[src/rtl/msf_pkg.sv]
// Shared types and constants for the MSF minute-frame decoder.
// Bit offsets index the shift registers from the frame end (index 0 = second 59).
package msf_pkg;

    typedef enum logic {SEARCH, RECEIVE} msf_state_e;

    localparam logic [7:0] MARKER_PATTERN = 8'b0111_1110;

    localparam int unsigned SRA_W = 43;
    localparam int unsigned SRB_W = 8;

    localparam int unsigned YEAR_LSB   = 35;
    localparam int unsigned MONTH_LSB  = 30;
    localparam int unsigned DAY_LSB    = 24;
    localparam int unsigned DOW_LSB    = 21;
    localparam int unsigned HOUR_LSB   = 15;
    localparam int unsigned MINUTE_LSB = 8;

    localparam int unsigned PAR_YEAR = 5;
    localparam int unsigned PAR_DATE = 4;
    localparam int unsigned PAR_DOW  = 3;
    localparam int unsigned PAR_TIME = 2;

    localparam logic [5:0] MIN_FRAME_BITS = 6'd58;
    localparam logic [5:0] MAX_FRAME_BITS = 6'd60;

    typedef struct packed {
        logic [7:0] year;
        logic [4:0] month;
        logic [5:0] day;
        logic [5:0] hour;
        logic [6:0] minute;
    } msf_time_t;

    function automatic logic bcd_ok(input logic [3:0] n);
        return n <= 4'd9;
    endfunction

endpackage

[src/rtl/msf_frame_decoder_if.sv]
// Symbol input and counter-load bus of the MSF decoder.
// master = decoder (load producer), slave = symbol source / counter chain.
interface msf_frame_decoder_if;
    logic       sec_strobe_i;
    logic       marker_i;
    logic       bit_a_i;
    logic       bit_b_i;
    logic       load_o;
    logic [3:0] year_h_o;
    logic [3:0] year_l_o;
    logic       month_h_o;
    logic [3:0] month_l_o;
    logic [1:0] day_h_o;
    logic [3:0] day_l_o;
    logic [1:0] hour_h_o;
    logic [3:0] hour_l_o;
    logic [2:0] minute_h_o;
    logic [3:0] minute_l_o;
    logic [2:0] second_h_o;
    logic [3:0] second_l_o;
    logic       locked_o;
    logic       frame_err_o;

    modport master (
        input  sec_strobe_i, marker_i, bit_a_i, bit_b_i,
        output load_o, year_h_o, year_l_o, month_h_o, month_l_o, day_h_o, day_l_o,
               hour_h_o, hour_l_o, minute_h_o, minute_l_o, second_h_o, second_l_o,
               locked_o, frame_err_o
    );

    modport slave (
        output sec_strobe_i, marker_i, bit_a_i, bit_b_i,
        input  load_o, year_h_o, year_l_o, month_h_o, month_l_o, day_h_o, day_l_o,
               hour_h_o, hour_l_o, minute_h_o, minute_l_o, second_h_o, second_l_o,
               locked_o, frame_err_o
    );
endinterface

[src/rtl/msf_field_check.sv]
// Combinational marker, BCD range and (with MSF_PARITY_EN) odd-parity check
// over the frame shift registers; also unpacks the time fields.
module msf_field_check
    import msf_pkg::*;
(
    input  logic [SRA_W-1:0] sra,
    input  logic [SRB_W-1:0] srb,
    output msf_time_t        time_o,
    output logic             fields_ok
);

    msf_time_t t;
    logic      range_ok;
    logic      marker_ok;
    logic      parity_ok;
    logic      unused_b;

    always_comb begin
        t.year   = sra[YEAR_LSB   +: 8];
        t.month  = sra[MONTH_LSB  +: 5];
        t.day    = sra[DAY_LSB    +: 6];
        t.hour   = sra[HOUR_LSB   +: 6];
        t.minute = sra[MINUTE_LSB +: 7];

        marker_ok = (sra[7:0] == MARKER_PATTERN);

        range_ok = bcd_ok(t.year[7:4]) && bcd_ok(t.year[3:0])
                && bcd_ok(t.month[3:0])
                && (t.month[4] ? (t.month[3:0] <= 4'd2) : (t.month[3:0] != 4'd0))
                && bcd_ok(t.day[3:0]) && (t.day != 6'd0)
                && !((t.day[5:4] == 2'd3) && (t.day[3:0] > 4'd1))
                && bcd_ok(t.hour[3:0]) && (t.hour[5:4] != 2'd3)
                && !((t.hour[5:4] == 2'd2) && (t.hour[3:0] > 4'd3))
                && (t.minute[6:4] <= 3'd5) && bcd_ok(t.minute[3:0]);
    end

`ifdef MSF_PARITY_EN
    assign parity_ok = (^{sra[YEAR_LSB   +: 8],  srb[PAR_YEAR]})
                     & (^{sra[DAY_LSB    +: 11], srb[PAR_DATE]})
                     & (^{sra[DOW_LSB    +: 3],  srb[PAR_DOW]})
                     & (^{sra[MINUTE_LSB +: 13], srb[PAR_TIME]});
    assign unused_b  = ^{srb[7:6], srb[1:0]};
`else
    assign parity_ok = 1'b1;
    assign unused_b  = ^{srb, sra[DOW_LSB +: 3]};
`endif

    assign time_o    = t;
    assign fields_ok = marker_ok && range_ok && parity_ok;

endmodule

[src/rtl/msf_frame_decoder.sv]
// MSF minute-frame assembler: validates each frame at the minute marker and
// pulses load with the BCD time starting at that marker. Option: MSF_PARITY_EN.
module msf_frame_decoder
    import msf_pkg::*;
#(
    parameter int unsigned CONFIRM_FRAMES = 1
) (
    input  logic                 clk_i,
    input  logic                 rst_ni,
    msf_frame_decoder_if.master  bus
);

    localparam int unsigned      CONF_W   = $clog2(CONFIRM_FRAMES + 1);
    localparam logic [CONF_W-1:0] CONF_MAX = CONF_W'(CONFIRM_FRAMES);

    msf_state_e        state;
    logic [5:0]        bit_cnt;
    logic [SRA_W-1:0]  sra;
    logic [SRB_W-1:0]  srb;
    logic [CONF_W-1:0] conf;
    logic [CONF_W-1:0] conf_inc;
    msf_time_t         time_q;
    msf_time_t         time_d;
    logic              fields_ok;
    logic              frame_ok;
    logic              load_q;
    logic              err_q;
    logic              locked_q;

    msf_field_check u_check (
        .sra       (sra),
        .srb       (srb),
        .time_o    (time_d),
        .fields_ok (fields_ok)
    );

    always_comb begin
        frame_ok = fields_ok && (bit_cnt >= MIN_FRAME_BITS) && (bit_cnt <= MAX_FRAME_BITS);
        conf_inc = (conf >= CONF_MAX) ? CONF_MAX : conf + CONF_W'(1);
    end

    always_ff @(posedge clk_i or negedge rst_ni) begin
        if (!rst_ni) begin
            state    <= SEARCH;
            bit_cnt  <= '0;
            sra      <= '0;
            srb      <= '0;
            conf     <= '0;
            time_q   <= '0;
            load_q   <= 1'b0;
            err_q    <= 1'b0;
            locked_q <= 1'b0;
        end else begin
            load_q <= 1'b0;
            err_q  <= 1'b0;
            if (bus.sec_strobe_i) begin
                case (state)
                    SEARCH: begin
                        if (bus.marker_i) begin
                            state   <= RECEIVE;
                            bit_cnt <= '0;
                        end
                    end
                    RECEIVE: begin
                        if (bus.marker_i) begin
                            bit_cnt <= '0;
                            if (frame_ok) begin
                                conf     <= conf_inc;
                                locked_q <= (conf_inc == CONF_MAX);
                                if (conf_inc == CONF_MAX) begin
                                    load_q <= 1'b1;
                                    time_q <= time_d;
                                end
                            end else begin
                                err_q    <= 1'b1;
                                conf     <= '0;
                                locked_q <= 1'b0;
                            end
                        end else begin
                            sra     <= {sra[SRA_W-2:0], bus.bit_a_i};
                            srb     <= {srb[SRB_W-2:0], bus.bit_b_i};
                            bit_cnt <= (bit_cnt == 6'h3F) ? bit_cnt : bit_cnt + 6'd1;
                            // 61st data bit without a marker: the frame is lost
                            if (bit_cnt == MAX_FRAME_BITS) begin
                                state    <= SEARCH;
                                err_q    <= 1'b1;
                                conf     <= '0;
                                locked_q <= 1'b0;
                            end
                        end
                    end
                    default: state <= SEARCH;
                endcase
            end
        end
    end

    assign bus.load_o      = load_q;
    assign bus.frame_err_o = err_q;
    assign bus.locked_o    = locked_q;
    assign bus.year_h_o    = time_q.year[7:4];
    assign bus.year_l_o    = time_q.year[3:0];
    assign bus.month_h_o   = time_q.month[4];
    assign bus.month_l_o   = time_q.month[3:0];
    assign bus.day_h_o     = time_q.day[5:4];
    assign bus.day_l_o     = time_q.day[3:0];
    assign bus.hour_h_o    = time_q.hour[5:4];
    assign bus.hour_l_o    = time_q.hour[3:0];
    assign bus.minute_h_o  = time_q.minute[6:4];
    assign bus.minute_l_o  = time_q.minute[3:0];
    assign bus.second_h_o  = '0;
    assign bus.second_l_o  = '0;

endmodule

[src/flat_wrapper.sv]
// flat-port wrapper written by rule: the top's interface ports become plain ports
module msf_frame_decoder_flat import msf_pkg::*;
#(
    parameter int unsigned CONFIRM_FRAMES = 1
)
  (clk_i, rst_ni, bus_sec_strobe_i, bus_marker_i, bus_bit_a_i, bus_bit_b_i, bus_load_o, bus_year_h_o, bus_year_l_o, bus_month_h_o, bus_month_l_o, bus_day_h_o, bus_day_l_o, bus_hour_h_o, bus_hour_l_o, bus_minute_h_o, bus_minute_l_o, bus_second_h_o, bus_second_l_o, bus_locked_o, bus_frame_err_o);
  msf_frame_decoder_if bus_i ();
  input  logic clk_i;
  input  logic rst_ni;
  input wire logic [$bits(bus_i.sec_strobe_i)-1:0] bus_sec_strobe_i;
  input wire logic [$bits(bus_i.marker_i)-1:0] bus_marker_i;
  input wire logic [$bits(bus_i.bit_a_i)-1:0] bus_bit_a_i;
  input wire logic [$bits(bus_i.bit_b_i)-1:0] bus_bit_b_i;
  output wire logic [$bits(bus_i.load_o)-1:0] bus_load_o;
  output wire logic [$bits(bus_i.year_h_o)-1:0] bus_year_h_o;
  output wire logic [$bits(bus_i.year_l_o)-1:0] bus_year_l_o;
  output wire logic [$bits(bus_i.month_h_o)-1:0] bus_month_h_o;
  output wire logic [$bits(bus_i.month_l_o)-1:0] bus_month_l_o;
  output wire logic [$bits(bus_i.day_h_o)-1:0] bus_day_h_o;
  output wire logic [$bits(bus_i.day_l_o)-1:0] bus_day_l_o;
  output wire logic [$bits(bus_i.hour_h_o)-1:0] bus_hour_h_o;
  output wire logic [$bits(bus_i.hour_l_o)-1:0] bus_hour_l_o;
  output wire logic [$bits(bus_i.minute_h_o)-1:0] bus_minute_h_o;
  output wire logic [$bits(bus_i.minute_l_o)-1:0] bus_minute_l_o;
  output wire logic [$bits(bus_i.second_h_o)-1:0] bus_second_h_o;
  output wire logic [$bits(bus_i.second_l_o)-1:0] bus_second_l_o;
  output wire logic [$bits(bus_i.locked_o)-1:0] bus_locked_o;
  output wire logic [$bits(bus_i.frame_err_o)-1:0] bus_frame_err_o;
  assign bus_i.sec_strobe_i = bus_sec_strobe_i;
  assign bus_i.marker_i = bus_marker_i;
  assign bus_i.bit_a_i = bus_bit_a_i;
  assign bus_i.bit_b_i = bus_bit_b_i;
  assign bus_load_o = bus_i.load_o;
  assign bus_year_h_o = bus_i.year_h_o;
  assign bus_year_l_o = bus_i.year_l_o;
  assign bus_month_h_o = bus_i.month_h_o;
  assign bus_month_l_o = bus_i.month_l_o;
  assign bus_day_h_o = bus_i.day_h_o;
  assign bus_day_l_o = bus_i.day_l_o;
  assign bus_hour_h_o = bus_i.hour_h_o;
  assign bus_hour_l_o = bus_i.hour_l_o;
  assign bus_minute_h_o = bus_i.minute_h_o;
  assign bus_minute_l_o = bus_i.minute_l_o;
  assign bus_second_h_o = bus_i.second_h_o;
  assign bus_second_l_o = bus_i.second_l_o;
  assign bus_locked_o = bus_i.locked_o;
  assign bus_frame_err_o = bus_i.frame_err_o;
  msf_frame_decoder #(.CONFIRM_FRAMES(CONFIRM_FRAMES)) u_core (.clk_i(clk_i), .rst_ni(rst_ni), .bus(bus_i));
endmodule
[config.mk]
export PLATFORM = sky130hd
export DESIGN_NAME = msf_frame_decoder_flat
export DESIGN_NICKNAME = d
export VERILOG_FILES = /design/src/rtl/msf_pkg.sv /design/src/rtl/msf_frame_decoder_if.sv /design/src/rtl/msf_field_check.sv /design/src/rtl/msf_frame_decoder.sv /design/src/flat_wrapper.sv
export SDC_FILE = /design/constraint.sdc
export NUM_CORES = 1
export LEC_CHECK = 0
export BUFFER_PORTS_ARGS = -buffer_cell sky130_fd_sc_hd__buf_2
export CORE_MARGIN = 5
export CORE_UTILIZATION = 55
export CTS_CLUSTER_DIAMETER = 80
export DETAILED_ROUTE_END_ITERATION = 7
export GPL_TIMING_DRIVEN = 0
export PLACE_DENSITY = 0.76
export RECOVER_POWER = 100
export REMOVE_ABC_BUFFERS = 1
export SETUP_SLACK_MARGIN = 0.15
export SYNTH_ARGS = -nofsm -noshare
export SYNTH_HDL_FRONTEND = slang
export SYNTH_SLANG_ARGS = --single-unit
[constraint.sdc]
create_clock -name clk_i -period 4.55 [get_ports clk_i]
set_input_delay 0.91 -clock clk_i [delete_from_list [all_inputs] [get_ports clk_i]]
set_output_delay 0.91 -clock clk_i [all_outputs]
set_load 0.005 [all_outputs]
==> impl_metrics.env <==
export IMPL_status="complete, but fails checks"
export IMPL_violations="max-capacitance violations, max-slew violations"
export IMPL_drc_errors=0
export IMPL_global_route_usage_total=0.160
export IMPL_post_cts_resized_instances=0
export IMPL_design_die_area_um2=8420
export IMPL_drt_pre_antenna_iters=4
export IMPL_netlist_instances=244
export IMPL_clock_path_buffers=2
export IMPL_setup_tns_ps=0
export IMPL_hp_start="u_core.bus.minute_l_o[0]"
export IMPL_antenna_left=0
export IMPL_cts_tree="built"
export IMPL_cellPowerDensity_nw_per_um2=403
export IMPL_nFillCells=518
export IMPL_p_sw_frac=0.238
export IMPL_starting_density_of_the_core=0.573
export IMPL_cts_setup_buffers=0
export IMPL_place_hpwl_mm=4.19
export IMPL_r2r_end="u_core.bus.month_l_o[3]"
export IMPL_r2r_start="u_core.sra[25]"
export IMPL_critPathRequiredTime_ps=4770
export IMPL_fin_crit_sh=0.750
export IMPL_power_share_combinational=0.080
export IMPL_grt_antenna_before_repair=0
export IMPL_yosys_warnings=0
export IMPL_synth_yosys_seq_area_share=0.578
export IMPL_postCtsHoldBufs=0
export IMPL_totalPowerFinal_mw=1.59
export IMPL_internal_power_mw=1.21
export IMPL_synth_ff_type="sky130_fd_sc_hd__dfrtp_1"
export IMPL_category_of_the_critical_setup_timing_path="input port to register"
export IMPL_fin_worst_skew_ps=11.1
export IMPL_relSlewSlack=-0.405
export IMPL_synthDistinctLibCells=42
export IMPL_pin_count=48
export IMPL_synth_area_per_cell_um2=15.1
export IMPL_worst_endpoint_arrival_ps=3640
export IMPL_num_rows=29
export IMPL_detailroute_via_count=2034
export IMPL_hold_viol=0
export IMPL_grt_first_pass_wirelength_mm=10.7
export IMPL_slew_violations=80
export IMPL_critPathMaxFanout=32
export IMPL_synth_async_reset_ratio=1.00
export IMPL_hold_slack_ps=497
export IMPL_finalNetCount=292
export IMPL_setup_violations=0
export IMPL_synth_edff_count=0
export IMPL_wl_per_cell_um=17.1
export IMPL_max_clock_freq_mhz=293
export IMPL_post_synth_main_area_contributors="sky130_fd_sc_hd__dfrtp_1 58%, sky130_fd_sc_hd__mux2_2 14%, sky130_fd_sc_hd__mux2_4 12%"
export IMPL_number_of_global_route_vias_before_repair=2108
export IMPL_die_h_um=91.8
export IMPL_maxCapViolations=2
export IMPL_synth_largest_area_cell="sky130_fd_sc_hd__dfrtp_1"
export IMPL_via_per_inst=5.56
export IMPL_reg2regPathDepth=5
export IMPL_cp_start_kind="input port"
export IMPL_tritoncts_num_sinks=85
export IMPL_insertion_delay_ps=350
export IMPL_setup_reg_to_reg_worst_slack_ps=1530
export IMPL_drive_gt1_frac=0.315
export IMPL_critical_path_slowest_cell="sky130_fd_sc_hd__nor4b_1"
export IMPL_clkPwrFrac=0.369
export IMPL_ordered_list_of_cells_on_the_worst_path="clkbuf_1 > nand4b_1 > a211oi_1 > nor4b_1 > nand4bb_4 > mux2_1"
export IMPL_h_tree_depth=3
export IMPL_netlist_area_um2=3680
export IMPL_path_clk_slew_ps=80
export IMPL_hold_path_cell_count=1
export IMPL_min_delay_worst_endpoint="u_core.bus.minute_l_o[0]"
export IMPL_ir_drop_uv=212
export IMPL_worstMarginPinSlew_ps=2110
export IMPL_dr_first_iter_drc_count=45
export IMPL_cts_root_buffer_cell="sky130_fd_sc_hd__clkbuf_8"
export IMPL_die_width_um=91.8
export IMPL_pwr_share_seq=0.550
export IMPL_unrepaired_setup_endpoints_after_global_routing="no"
export IMPL_areaGrowthSynthToFinish_pct=7.52
export IMPL_grt_remaining_overflow=0
export IMPL_switchingPower_mw=0.379
export IMPL_pin_count_of_the_biggest_net_entering_global_routing=49
export IMPL_gp_routability_congestion=0.852
export IMPL_p_leak_nw=2.07
export IMPL_critical_path_s_largest_stage_delay_ps=710
export IMPL_min_path_type="register to register"
export IMPL_synth_top_cell_area_share=0.578
export IMPL_timing_final_crit_period_ps=3410
export IMPL_routed_wl_mm=6.25
export IMPL_synth_ff_latch_count=85
export IMPL_number_of_cts_inserted_buffers=9
export IMPL_cp_capture_type="register"
export IMPL_number_of_port_buffers=39
export IMPL_area_inside_the_core_boundary_um2=6420
export IMPL_antenna_diode_count=0
-- layout make-up --
class                      instances  area [um2]  area share
inverter                           4        15.0     0.00380
clock inverter                     6        86.3      0.0218
tap                               77        96.3      0.0244
timing repair buffer              41         183      0.0462
multi-input combinational        143        1310       0.331
sequential                        85        2130       0.538
clock buffer                      10         138      0.0348
-- flip-flops by register name, indices dropped and copies added (netlist names) --
signal,count
u_core.bus.hour_l_o,4
u_core.bus.frame_err_o,1
u_core.state,1
u_core.bus.year_h_o,4
u_core.bus.locked_o,1
u_core.bit_cnt,6
u_core.bus.month_h_o,1
u_core.bus.year_l_o,4
u_core.bus.hour_h_o,2
u_core.sra,43
u_core.bus.day_l_o,4
u_core.bus.day_h_o,2
u_core.bus.minute_l_o,4
u_core.bus.load_o,1
u_core.bus.month_l_o,4
u_core.bus.minute_h_o,3
-- Yosys cell counts (all sizes together), types with 2 or more instances --
| cell type | n |
|---|---|
| o21ai | 12 |
| mux2 | 77 |
| nand4 | 3 |
| a22o | 2 |
| buf | 15 |
| dfrtp | 85 |
| nor3 | 5 |
| inv | 4 |
| nand2 | 6 |
| o22ai | 2 |
| a21oi | 4 |
| ha | 2 |
| clkbuf | 3 |
| xor2 | 2 |
-- kinds of logic after synthesis --
logic type | Yosys count | share of synthesized area
flops | 85 | 0.578
mux | 77 | 0.266
fa+ha+maj | 2 | 0.00680
buf+inv | 22 | 0.0459
xor+xnor | 2 | 0.00476
simple gates | 26 | 0.0463
compound gates | 29 | 0.0504
other cells | 1 | 0.00102
-- power by group through the flow --
| stage | clock network [mW] | logic (mW) | registers, mW |
|---|---|---|---|
| finish | 0.588 | 0.128 | 0.877 |
| global route | 0.642 | 0.145 | 0.888 |
| CTS | 0.602 | 0.138 | 0.880 |
| detailed placement | 0 | 0.137 | 0.895 |
| global placement | 0 | 0.126 | 0.890 |
| floorplan | 0 | 0.0966 | 0.874 |
-- critical path: cells and delay by family --
family | cells | cell delay, ps
multiplexers | 1 | 560
AND/OR/NAND/NOR | 3 | 1580
buffers and inverters | 1 | 380
AO/OA/AOI/OAI | 1 | 200
-- metrics by stage --
step / cells / util / instance area (um2) / setup slack, ps
global route: 366 / 0.616 / 3950 / 785
floorplan: 232 / - / 3550 / 814
detailed placement: 350 / 0.608 / 3910 / 1200
global placement: 348 / 0.598 / 3840 / -309
finish: 366 / 0.616 / 3950 / 1140
CTS: 366 / 0.643 / 4130 / 1510
-- per-layer routing --
layer	part of all wire	vias up	wire length, um	track usage
met5	0	-	0	0
met4	0.011	0	68	0.0520
met3	0.046	7	286	0.0401
li1	-	957	-	-
met1	0.46	1028	2900	0.220
met2	0.48	42	3000	0.253
-- worst max-delay path by stage --
stage / from / endpoint / slack [ps] / cells past startpoint
finish: bus_marker_i / u_core.bus.month_l_o[3] / 1140 / 6
detailed placement: bus_marker_i / u_core.bus.month_l_o[3] / 1200 / 6
global route: rst_ni / u_core.sra[0] / 790 / 2
global placement: bus_marker_i / u_core.bus.year_l_o[3] / -310 / 6
floorplan: bus_marker_i / u_core.bus.year_h_o[0] / 810 / 5
CTS: bus_marker_i / u_core.bus.month_l_o[3] / 1510 / 6
-- placed cells by master (no fill, tap or decap), types with 4 or more instances in the layout --
cell	Yosys	final
sky130_fd_sc_hd__mux2_2	47	47
sky130_fd_sc_hd__clkbuf_8	0	10
sky130_fd_sc_hd__a21oi_1	4	4
sky130_fd_sc_hd__nor3_1	5	5
sky130_fd_sc_hd__o21ai_0	11	11
sky130_fd_sc_hd__dfrtp_1	85	85
sky130_fd_sc_hd__conb_1	1	7
sky130_fd_sc_hd__clkbuf_1	3	18
sky130_fd_sc_hd__nand2_1	6	6
sky130_fd_sc_hd__buf_2	3	22
sky130_fd_sc_hd__mux2_1	0	28
sky130_fd_sc_hd__inv_1	4	4
(Power assumes the default switching activity.)
